==> src/rtl/btn_frontend.sv <==
`default_nettype none
// ============================================================================
//  Module   : btn_frontend
//  Purpose  : Button input conditioning for the game-logic top. Two-flop
//             synchronises and debounces six raw pad lines, then publishes
//             held levels, jump/dash press edges and a jump buffer once per
//             game frame on frame_tick.
//             Bit map: 0 left, 1 right, 2 up, 3 down, 4 jump, 5 dash.
//  Options  : BTN_FRONTEND_SOCD_EN - when defined, opposing directions that
//             are both held resolve to the most recently pressed one.
//  Revision : 1.0 - initial release
// ============================================================================
module btn_frontend #(
  parameter int DEBOUNCE_CYCLES = 16,
  parameter int JBUF_FRAMES     = 4
) (
  input  logic       clk,
  input  logic       rst,
  input  logic [5:0] btn_raw,
  input  logic       frame_tick,
  output logic [5:0] btn,
  output logic       jump_press,
  output logic       dash_press,
  output logic [3:0] jbuf,
  output logic       frame_valid
);

  localparam int            CW        = $clog2(DEBOUNCE_CYCLES + 1);
  localparam logic [CW-1:0] CNT_LAST  = CW'(DEBOUNCE_CYCLES - 1);
  localparam logic [3:0]    JBUF_LOAD = 4'(JBUF_FRAMES);

  logic [5:0] sync1_q, sync2_q;
  logic [5:0] stable_q, stable_d;
  logic [5:0] rise;
  logic [5:0] btn_filt;

  logic       jlatch_q, jlatch_d;
  logic       dlatch_q, dlatch_d;
  logic [5:0] btn_q, btn_d;
  logic       jp_q, jp_d;
  logic       dp_q, dp_d;
  logic [3:0] jbuf_q, jbuf_d;
  logic       fv_q, fv_d;

  // Two-flop synchroniser for the asynchronous pad levels
  always_ff @(posedge clk) begin
    if (rst) begin
      sync1_q <= '0;
      sync2_q <= '0;
    end else begin
      sync1_q <= btn_raw;
      sync2_q <= sync1_q;
    end
  end

  // Per-bit debounce: the stable level flips only after the synchronised
  // line has disagreed with it for DEBOUNCE_CYCLES consecutive cycles.
  for (genvar gi = 0; gi < 6; gi++) begin : g_bit
    logic [CW-1:0] cnt_q, cnt_d;
    logic          stb_d;

    // Run-length count of disagreement; flip and clear on the last one
    always_comb begin
      cnt_d = '0;
      stb_d = stable_q[gi];
      if (sync2_q[gi] != stable_q[gi]) begin
        if (cnt_q == CNT_LAST) begin
          stb_d = ~stable_q[gi];
        end else begin
          cnt_d = cnt_q + 1'b1;
        end
      end
    end

    // Debounce counter register
    always_ff @(posedge clk) begin
      if (rst) begin
        cnt_q <= '0;
      end else begin
        cnt_q <= cnt_d;
      end
    end

    assign stable_d[gi] = stb_d;
  end

  // Debounced stable vector
  always_ff @(posedge clk) begin
    if (rst) begin
      stable_q <= '0;
    end else begin
      stable_q <= stable_d;
    end
  end

  // A rise is the stable level flipping 0->1 on this edge
  assign rise = stable_d & ~stable_q;

`ifdef BTN_FRONTEND_SOCD_EN
  // Last-direction memory: 0 = left/up, 1 = right/down won most recently
  logic lr_q, lr_d;
  logic ud_q, ud_d;

  // Track the most recent rise per axis; a simultaneous rise favours right/down
  always_comb begin
    lr_d = lr_q;
    ud_d = ud_q;
    if (rise[1]) begin
      lr_d = 1'b1;
    end else if (rise[0]) begin
      lr_d = 1'b0;
    end
    if (rise[3]) begin
      ud_d = 1'b1;
    end else if (rise[2]) begin
      ud_d = 1'b0;
    end
  end

  // Last-direction registers
  always_ff @(posedge clk) begin
    if (rst) begin
      lr_q <= 1'b0;
      ud_q <= 1'b0;
    end else begin
      lr_q <= lr_d;
      ud_q <= ud_d;
    end
  end

  // Opposing pair both held: present only the most recently risen one
  always_comb begin
    btn_filt = stable_q;
    if (stable_q[1:0] == 2'b11) begin
      btn_filt[1:0] = lr_q ? 2'b10 : 2'b01;
    end
    if (stable_q[3:2] == 2'b11) begin
      btn_filt[3:2] = ud_q ? 2'b10 : 2'b01;
    end
  end
`else
  assign btn_filt = stable_q;
`endif

  // Press latches and frame-aligned output next-state
  always_comb begin
    jlatch_d = frame_tick ? rise[4] : (jlatch_q | rise[4]);
    dlatch_d = frame_tick ? rise[5] : (dlatch_q | rise[5]);
    btn_d    = btn_q;
    jp_d     = jp_q;
    dp_d     = dp_q;
    jbuf_d   = jbuf_q;
    fv_d     = frame_tick;
    if (frame_tick) begin
      btn_d = btn_filt;
      jp_d  = jlatch_q | rise[4];
      dp_d  = dlatch_q | rise[5];
      if (jp_d) begin
        jbuf_d = JBUF_LOAD;
      end else if (jbuf_q != 4'd0) begin
        jbuf_d = jbuf_q - 4'd1;
      end else begin
        jbuf_d = 4'd0;
      end
    end
  end

  // Latch and output registers
  always_ff @(posedge clk) begin
    if (rst) begin
      jlatch_q <= 1'b0;
      dlatch_q <= 1'b0;
      btn_q    <= '0;
      jp_q     <= 1'b0;
      dp_q     <= 1'b0;
      jbuf_q   <= '0;
      fv_q     <= 1'b0;
    end else begin
      jlatch_q <= jlatch_d;
      dlatch_q <= dlatch_d;
      btn_q    <= btn_d;
      jp_q     <= jp_d;
      dp_q     <= dp_d;
      jbuf_q   <= jbuf_d;
      fv_q     <= fv_d;
    end
  end

  assign btn         = btn_q;
  assign jump_press  = jp_q;
  assign dash_press  = dp_q;
  assign jbuf        = jbuf_q;
  assign frame_valid = fv_q;

endmodule
`default_nettype wire

==> config.mk <==
export PLATFORM = sky130hd
export DESIGN_NAME = btn_frontend
export DESIGN_NICKNAME = d
export VERILOG_FILES = /design/src/rtl/btn_frontend.sv
export SDC_FILE = /design/constraint.sdc
export NUM_CORES = 1
export LEC_CHECK = 0
export CAP_MARGIN = 0
export CORE_UTILIZATION = 43
export CTS_CLUSTER_DIAMETER = 150
export DETAILED_ROUTE_END_ITERATION = 16
export HOLD_SLACK_MARGIN = 0.12
export PLACE_DENSITY = 0.7
export REMOVE_ABC_BUFFERS = 1
export SETUP_SLACK_MARGIN = 0.4
export SLEW_MARGIN = 20
export SYNTH_ARGS = -nofsm -noshare
export SYNTH_HDL_FRONTEND = slang
export SYNTH_SLANG_ARGS = --single-unit
==> constraint.sdc <==
create_clock -name clk -period 3.2 [get_ports clk]
set_input_delay 0.64 -clock clk [delete_from_list [all_inputs] [get_ports clk]]
set_output_delay 0.64 -clock clk [all_outputs]
set_load 0.005 [all_outputs]
==> metrics.md, run 1 <==
| Metric | Value |
|---|---|
| GRT Residual Overflow | `0` |
| Initial Utilization | `0.455` |
| Core area | `5200 um^2` |
| DP Wirelength | `between 2 and 2.5 mm` |
| Flop2flop setup slack | `between 1500 and 2000 ps` |
| TritonCTS Buffers | `9` |
| Final Hold Fails | `0` |
| Worst slack, placed | `815 ps` |
| H-tree depth | `3` |
| Number of antenna diodes | `0` |
| Vias in the first global route | `between 1000 and 1500` |
| WL per Instance | `10.3 um` |
| CTS tree | `done` |
| Antenna violations before repair | `0` |
| Worst Reg-to-Reg Cells | `6` |
| Vias | `1527` |
| #FFs+latches synth | `63` |
| Largest net degree at the start of global routing | `40` |
| CTS Hold Bufs | `0` |
| Post-route ant nets | `0` |
| Slowest CP cell | `nor2b_1` |
| Crit path max fanout | `16` |
| CP cell instances | `clkdlybuf4s50_1 -> buf_4 -> nor2b_1 -> nand3_1 -> a32o_1` |
| WHS Endpoint | `sync2_q[1]` |
| Yosys warnings | `0` |
| FF-to-FF End | `jbuf[2]` |
| Crit. End Element | `flip-flop` |
| Share of layout cells above drive strength 1 | `0.0878` |
| Synth area leaders | `dfxtp_1 (53%), nor2_1 (7.1%), ha_1 (6.9%)` |
| Worst slew pin tran | `575 ps` |
| CP top delay family | `buffers and inverters` |
| Critical Path RT | `about 3400 ps` |
| Fmax | `492 MHz` |
| DR iter-0 viols | `43` |
| Global Route Usage Sum | `0.138` |
| Syn Inst Count | `229` |
| Startpoint types | `input port` |
| Syn Std Cell Area | `2370 um^2` |
| Status | `finished, final reports clean` |
| Post-synthesis cell type count | `28` |
| Setup TNS Final | `0 ps` |
| Max Cap Viol | `0` |
| Hold path depth | `1` |
| Leak pwr | `1.09 nW` |
| Crit path buf inv count | `2` |
| Port bufs | `21` |
| Clk pin slew, worst setup/hold paths | `60 ps` |
| Yosys top cell area share | `0.532` |
| Total wire length | `3.42 mm` |
| Critical path arrival | `2270 ps` |
| DIE HEIGHT | `76.2 um` |
| Synth Area per Inst | `10.3 um^2` |
| Pre-antenna DRT Iters | `4` |
| Die width | `76.2 um` |
| Minimum clock period | `2030 ps` |
| P per Cell Area | `532 nW/um^2` |
| Setup violators final | `0` |
| Slew margin rel. | `0.616` |
| Slew Limit Fails | `0` |
| RSZ-0062 raised after global routing | `no` |
| Worst IR Drop VDD | `0.332 mV` |
| Clock Latency Late Sink | `340 ps` |
| DR vias/cell | `4.60` |
| Nets@finish | `279` |
| First-pass GRT wire length | `between 6 and 7 mm` |
| FF-to-FF Start | `g_bit[4].cnt_q[0]` |
| HP Class | `flip-flop to flip-flop` |
| Max stage delay on crit path | `about 520 ps` |
| Io pins | `22` |
| Area Growth Syn to Fin | `19.2%` |
| # clock sinks | `63` |
| Post_cts resized | `0` |
| HP Start | `sync1_q[1]` |
| Max Buffers Root-to-Sink | `2` |
| Post-route DRC | `0` |
| Seq/Total Area, Yosys | `0.532` |
| Final worst-path cycle share | `0.635` |
| Root Driver | `clkbuf_8` |
| WS Path Type | `input port to flip-flop` |
| Setup repair bufs after CTS | `0` |
| # rows | `26` |
| Die area | `5810 um^2` |
| Worst setup margin | `1170 ps` |
| GPL Wtd Cong | `0.699` |
| Clk_skew | `3.86 ps` |
| Area leader, netlist | `dfxtp_1` |
==> power breakdown <==
group	switching (mW)	internal [mW]	leakage [nW]	total, mW
clock	0.272	0.325	0.0850	0.597
sequential	0.0112	0.801	0.512	0.812
combinational	0.0373	0.0543	0.494	0.0916
==> worst register-to-register path: cells and delay by family (launching register included) <==
| family | cells | cell delay, ps |
|---|---|---|
| and+or+nand+nor | 3 | 530 |
| DFF | 1 | 320 |
| AOI/OAI and AO/OA | 1 | 280 |
| adders and majority gates | 2 | 430 |
==> worst max-delay path by stage <==
stage | start | to | cells after the start
3_5_place_dp | frame_tick | jbuf[2] | 5
5_1_grt | frame_tick | jbuf[2] | 5
2_1_floorplan | g_bit[4].cnt_q[0] | jbuf[2] | 6
6_report | frame_tick | jbuf[2] | 5
4_1_cts | frame_tick | jbuf[2] | 5
3_3_place_gp | frame_tick | jbuf[2] | 5
==> layout make-up <==
| class | count | area [um^2] |
|---|---|---|
| clock buffer | 16 | 170 |
| fill | 482 | 2380 |
| inverter | 16 | 60.1 |
| multi-input combinational | 144 | 1020 |
| sequential | 63 | 1260 |
| tap | 70 | 87.6 |
| timing repair buffer | 23 | 225 |
==> kinds of logic after synthesis <==
kind of cell,count (synthesis),synth area share
and+or+nand+nor,93,0.222
muxes,12,0.0507
DFF,63,0.532
xor gates and xnor gates,18,0.0666
adders and majority gates,13,0.0687
buffers and inverters,22,0.0375
AOI/OAI and AO/OA,8,0.0222
==> cell usage after synthesis <==
master    count
a211oi_1      1
a21oi_1       4
a311oi_1      1
a31oi_1       1
a32o_1        1
and3_1        6
buf_1         2
buf_2         2
buf_4         1
clkbuf_1      1
dfxtp_1      63
ha_1         13
inv_1        16
mux2i_1      12
nand2b_1      4
nand3_1       8
nand3b_1      2
nand3b_2      1
nand4_1       2
nand4b_1      1
nand4b_4      1
nor2_1       45
nor2b_1      14
or2b_1        1
or3_4         7
or3b_2        1
xnor2_1      12
xor2_1        6
==> metrics by stage <==
| stage | instances | hold WS, ps | power, mW | util | area (um^2) |
|---|---|---|---|---|---|
| floorplan | 223 | 414 | 0.878 | - | 2340 |
| global placement | 316 | 419 | 0.920 | 0.510 | 2650 |
| detailed placement | 316 | 428 | 0.922 | 0.510 | 2650 |
| CTS | 332 | 442 | 1.53 | 0.542 | 2820 |
| global route | 332 | 455 | 1.58 | 0.542 | 2820 |
| finish | 332 | 440 | 1.50 | 0.542 | 2820 |
==> routing by layer <==
layer,wire (um),global-route usage
met1,1630,0.155
met2,1510,0.205
met3,197,0.0790
met4,74,0.0750
met5,0,0
==> flip-flops by register name (all words and copies together) (netlist names), named ones only <==
name / flops
btn: 6
btn_filt: 2
dash_press: 1
dlatch_q: 1
frame_valid: 1
g_bit.cnt_q: 30
jbuf: 4
jlatch_q: 1
jump_press: 1
sync1_q: 6
sync2_q: 6
==> cells in the final DEF (no fill, tap or decap), drive strengths merged <==
cell type / instances
or2b: 1
buf: 2
nand4: 2
dfxtp: 63
a311oi: 1
clkdlybuf4s50: 21
or3: 7
mux2i: 12
a31oi: 1
nand2b: 4
xor2: 6
or3b: 1
nand4b: 2
nand3b: 3
a211oi: 1
nor2: 45
inv: 16
a32o: 1
clkbuf: 16
nor2b: 14
xnor2: 12
and3: 6
ha: 13
nand3: 8
a21oi: 4
Power figures use the tool's default switching activity.
==> run 2, diff against run 1 <==
PLACE_DENSITY = 0.72   (was 0.7)
clock period = 1.7 ns   (was 3.2 ns; I/O delays follow)
==> metrics.md, run 2 (synthesized netlist as in run 1, its figures left out) <==
| Metric | Value |
|---|---|
| FF-to-FF End | `jbuf[2]` |
| Final worst-path cycle share | `0.824` |
| CP cell instances | `ha_4 -> and3_4 -> ha_4 -> nand3b_4 -> nand3_2 -> a32o_1` |
| Initial Utilization | `0.455 (unchanged)` |
| Top cell by count, worst path | `ha_4` |
| M1 wire length | `1.85 mm (+13%)` |
| Startpoint types | `flip-flop` |
| GRT Residual Overflow | `0 (unchanged)` |
| Number of antenna diodes | `0 (unchanged)` |
| Max Buffers Root-to-Sink | `2 (unchanged)` |
| FF-to-FF Start | `g_bit[4].cnt_q[0]` |
| Die area | `5810 um^2 (unchanged)` |
| Slew margin rel. | `0.739 (+0.123)` |
| GPL Wtd Cong | `0.728 (+4.1%)` |
| Most common cell after layout, fill and taps aside | `dfxtp_1` |
| Antenna violations before repair | `0 (unchanged)` |
| Core area | `5200 um^2 (unchanged)` |
| Design area | `3320 um^2 (+18%)` |
| Worst IR Drop VDD | `0.727 mV (+120%)` |
| HP Class | `flip-flop to flip-flop` |
| Setup violators final | `0 (unchanged)` |
| Footprint of the multi-input gates | `1290 um^2 (+27%)` |
| Total wire length | `4.20 mm (+23%)` |
| CP top delay family | `simple AND/OR/NAND/NOR gates` |
| Crit path buf inv count | `0 (-2)` |
| Register area | `1290 um^2 (+2.4%)` |
| Highest Signal Layer | `met4` |
| Clock Latency Late Sink | `320 ps (-20 ps)` |
| DR vias/cell | `4.64 (+0.91%)` |
| Largest net degree at the start of global routing | `32 (-20%)` |
| Slowest CP cell | `dfxtp_2` |
| Die width | `76.2 um (unchanged)` |
| RSZ-0062 raised after global routing | `yes` |
| WS Path Type | `flip-flop to flip-flop` |
| Worst hold slack | `438 ps (-2.63 ps)` |
| # fillers | `427 (-11%)` |
| # clock sinks | `63 (unchanged)` |
| Crit path max fanout | `6 (-10)` |
| Setup TNS Final | `0 ps (unchanged)` |
| Switching Fraction | `0.223 (+0.00919)` |
| Global Route Usage Sum | `0.159 (+0.0206)` |
| Final Hold Fails | `0 (unchanged)` |
| Most frequent cells in the layout | `dfxtp_1 (43), nor2_1 (28), buf_4 (24), dfxtp_2 (18), inv_1 (16)` |
| Crit. End Element | `flip-flop` |
| Vias | `1657 (+8.5%)` |
| DP Wirelength | `2.37 mm (+4.1%)` |
| Fmax | `about 700 MHz` |
| Met2 WL post-DR | `2.13 mm (+40%)` |
| Psw | `641 uW (+100%)` |
| P per Cell Area | `866 nW/um^2 (+63%)` |
| Leak pwr | `1.30 nW (+19%)` |
| Post-route ant nets | `0 (unchanged)` |
| CTS tree | `done` |
| DR iter-0 viols | `26 (-40%)` |
| Pre-antenna DRT Iters | `4 (unchanged)` |
| Nets@finish | `304 (+9.0%)` |
| Start point of the critical path | `g_bit[4].cnt_q[0]` |
| Power Total | `2.88 mW (+92%)` |
| Port bufs | `21 (unchanged)` |
| Share of layout cells above drive strength 1 | `0.383 (+0.295)` |
| First-pass GRT wire length | `7.13 mm (+18%)` |
| TritonCTS Buffers | `9 (unchanged)` |
| Root Driver | `clkbuf_8` |
| Post-route DRC | `0 (unchanged)` |
| Max Cap Viol | `0 (unchanged)` |
| Sequential Power Share | `0.531 (-0.010)` |
| Combinational share of power | `0.074 (+0.013)` |
| Flop2flop setup slack | `300 ps (-1240 ps)` |
| Post-DP Area | `2700 um^2 (+1.6%)` |
| WL per Instance | `11.8 um (+14%)` |
| Pint | `2.24 mW (+90%)` |
| H-tree depth | `3 (unchanged)` |
| Metal3 WL | `168 um (-15%)` |
| Clk_skew | `4.86 ps (+1.00 ps)` |
| Worst slew pin tran | `391 ps (-184 ps)` |
| Slew Limit Fails | `0 (unchanged)` |
| Worst Reg-to-Reg Cells | `6 (unchanged)` |
| # rows | `26 (unchanged)` |
| Clk pin slew, worst setup/hold paths | `60 ps (about the same)` |
| DIE HEIGHT | `76.2 um (unchanged)` |
| Io pins | `22 (unchanged)` |
| Minimum clock period | `around 1400 ps` |
| Max reg flops | `30 (unchanged)` |
| Clock power share | `0.394 (-0.004)` |
| Vias in the first global route | `1620 (+13%)` |
| Critical path arrival | `1610 ps (-660 ps)` |
| Critical Path RT | `1910 ps (-1520 ps)` |
| Status | `finished, final reports clean` |
| Area Growth Syn to Fin | `40.3%` |
| Max stage delay on crit path | `340 ps (-180 ps)` |
| Setup crit end | `jbuf[2]` |
| Reg with most FFs | `g_bit.cnt_q` |
| Crit. path cell count | `6 (+1)` |
| CTS Hold Bufs | `0 (unchanged)` |
run 2: changes by cell type in the layout (fill, tap and decap cells not counted), sizes merged, moves of 2 or more:
cell,change
clkinv,+2
dlygate4sd2,+12
clkbuf,-3
buf,+25
clkdlybuf4s50,-13
run 2: how the worst min path moves through the flow:
stage | slack (ps) | end | from | depth (start not counted)
6_report | 440 | sync2_q[3] | sync1_q[3] | 1
5_1_grt | 460 | sync2_q[3] | sync1_q[3] | 1
4_1_cts | 430 | sync2_q[0] | sync1_q[0] | 1
3_5_place_dp | 430 | sync2_q[3] | sync1_q[3] | 1
3_3_place_gp | 420 | sync2_q[5] | sync1_q[5] | 1
2_1_floorplan | 410 | dlatch_q | rst | 1
run 2: stage by stage:
step | worst slack (ps) | std cells | util
2_1_floorplan | 161 | 223 | -
3_3_place_gp | 99.0 | 320 | 0.518
3_5_place_dp | 43.7 | 320 | 0.518
4_1_cts | 307 | 353 | 0.621
5_1_grt | 252 | 357 | 0.638
6_report | 298 | 357 | 0.638
run 2: power groups by stage:
stage               combinational, mW  sequential, mW  clock [mW]
floorplan                      0.0948            1.56           0
global placement                0.182            1.56           0
detailed placement              0.185            1.56           0
CTS                             0.206            1.53        1.17
global route                    0.235            1.53        1.25
finish                          0.214            1.53        1.14
run 2: worst register-to-register path: stages, from the launching register on:
cell and delay (ps):
dfxtp_2 340, ha_4 150, and3_4 180, ha_4 170
nand3b_4 120, nand3_2 80, a32o_1 250
run 2: timing repair:
item                       4_1_cts  5_1_grt
pin swaps                       34        4
buffers inserted                17        4
setup endpoints to repair       50       38
gates resized for setup         73       20
run 2: area by class of cell:
type / count / area share
Multi-Input combinational cell: 144 / 0.388
Timing Repair Buffer: 48 / 0.126
Tap cell: 70 / 0.0264
Inverter: 16 / 0.0181
Sequential cell: 63 / 0.389
Clock inverter: 3 / 0.00527
Clock buffer: 13 / 0.0478
run 2: per-layer routing:
metal | global-route usage | up-vias
li1 | - | 851
met1 | 0.173 | 769
met2 | 0.277 | 32
met3 | 0.0719 | 5
met4 | 0.0404 | 0
met5 | 0 | -
==> RTL change, RTL diff (config.mk and constraints of run 2) <==
Register the output `jbuf` once more, without a reset; this adds one clock of latency there. The other outputs are not delayed to match.
--- a/src/rtl/btn_frontend.sv
+++ b/src/rtl/btn_frontend.sv
@@ -191,3 +191,5 @@
   assign dash_press  = dp_q;
-  assign jbuf        = jbuf_q;
+  always_ff @(posedge clk) begin
+    jbuf <= jbuf_q;
+  end
   assign frame_valid = fv_q;
Behaviour: same outputs for any inputs over 10 cycles, from zero or initial values and one cycle with rst high; that may be too few to reach the edited logic, so the function may still have changed.
==> RTL change against run 2 <==
- global-route usage rose by 0.77 points
- worst setup slack improved by 0.0079 ns
- sequential power rose by 7%
- final area rose by 4.7%
- core utilization fell by 0.65 points
- fmax rose by 0.57%
- synthesized area rose by 3.4%
- sequential cell count rose by 4
- worst hold slack got worse by 0.035 ns
- clock power rose by 55%
- die area rose by 3.3%
- power rose by 25%
- routed wire length rose by 8.2%
- critical endpoint is now g_bit[4].cnt_q[4]
- largest cell class unchanged
- highest routed layer unchanged
==> RTL change: results <==
export IMPL_synth_compound_area_share_pct=2.15
export IMPL_max_slew_margin_pct=80.0
export IMPL_dp_hpwl_um=2400
export IMPL_crit_slowest_cell="or3_4"
export IMPL_clk_pin_slew_ns=0.07
export IMPL_dp_slack_ns=0.0929
export IMPL_met3_usage_pct=7.06
export IMPL_synth_xor_area_share_pct=6.44
export IMPL_gp_congestion=0.711
export IMPL_powerSeq_mw=1.64
export IMPL_wirelength_um=4540
export IMPL_synthCells=233
export IMPL_route_met3_wl_um=163
export IMPL_avgViaCountPerCell=4.72
export IMPL_grt_pass1_vias=1722
export IMPL_wirelength_met1_um=1830
export IMPL_crit_fanout=5
export IMPL_grt_use_total_pct=16.6
export IMPL_ir_drop_uv=696
export IMPL_final_net_count=307
export IMPL_io_buffers=21
export IMPL_ys_top_cells_by_area="dfxtp_1 (55%), nor2_1 (6.9%), ha_1 (6.6%)"
export IMPL_wl_per_cell_um=12.5
export IMPL_swShare_pct=19.8
export IMPL_total_leakage_power_nw=1.38
export IMPL_min_path_type="reg -> reg"
export IMPL_finalPower_mw=3.61
export IMPL_yosys_top_cells_count="dfxtp_1 (67), nor2_1 (45), inv_1 (16)"
export IMPL_gr_usage_met1_pct=16.1
export IMPL_met2_length_um=2460
export IMPL_outcome="complete, no violations"
export IMPL_antenna_cells=0
export IMPL_globalRouteMet2Util_pct=29.9
export IMPL_yosysUniqueCellTypes=28
export IMPL_fmax_mhz=718
export IMPL_hold_ws_ns=0.402
export IMPL_yosysSeqAreaShare_pct=54.8
export IMPL_dr_max_layer_used="met4"
export IMPL_place_inst=326
export IMPL_drive_gt1_share_pct=37.2
export IMPL_fin_skew_ns=0.00605
export IMPL_muxShareOfSynthArea_pct=4.91
export IMPL_dpl_cell_area_um2=2780
export IMPL_arrival_ns=1.67
export IMPL_synthAdderAreaFrac_pct=6.64
export IMPL_slowest_delay_ns=0.37
export IMPL_grt_max_degree=28
export IMPL_drtIter0Drc=29
export IMPL_grt_pass1_wl_um=7450
export IMPL_clk_latency_ns=0.34
export IMPL_clkPwrFrac_pct=49.0
==> RTL change: cell count changes after synthesis, sizes merged <==
cell          run 2  this run
dfxtp            63        67
==> RTL change: what timing repair did <==
item	4_1_cts	5_1_grt
endpoints found under the setup margin	51	39
resized for setup	69	18
buffers inserted	17	3
pin swaps	33	4
==> RTL change: layout make-up <==
class	count	area [µm²]
clock buffer	10	138
clock inverter	6	136
fill	435	2030
inverter	16	60.1
multi-input combinational	144	1280
sequential	67	1360
tap	72	90.1
timing repair buffer	47	409
==> RTL change: worst paths after layout <==
check / endpoint / cells past startpoint / startpoint
hold reg to reg: jbuf[0] / 0 / jbuf_q[0]
setup reg to reg: g_bit[4].cnt_q[4] / 5 / g_bit[4].cnt_q[0]
hold / removal: jbuf[0] / 0 / jbuf_q[0]
setup / recovery: g_bit[4].cnt_q[4] / 5 / g_bit[4].cnt_q[0]
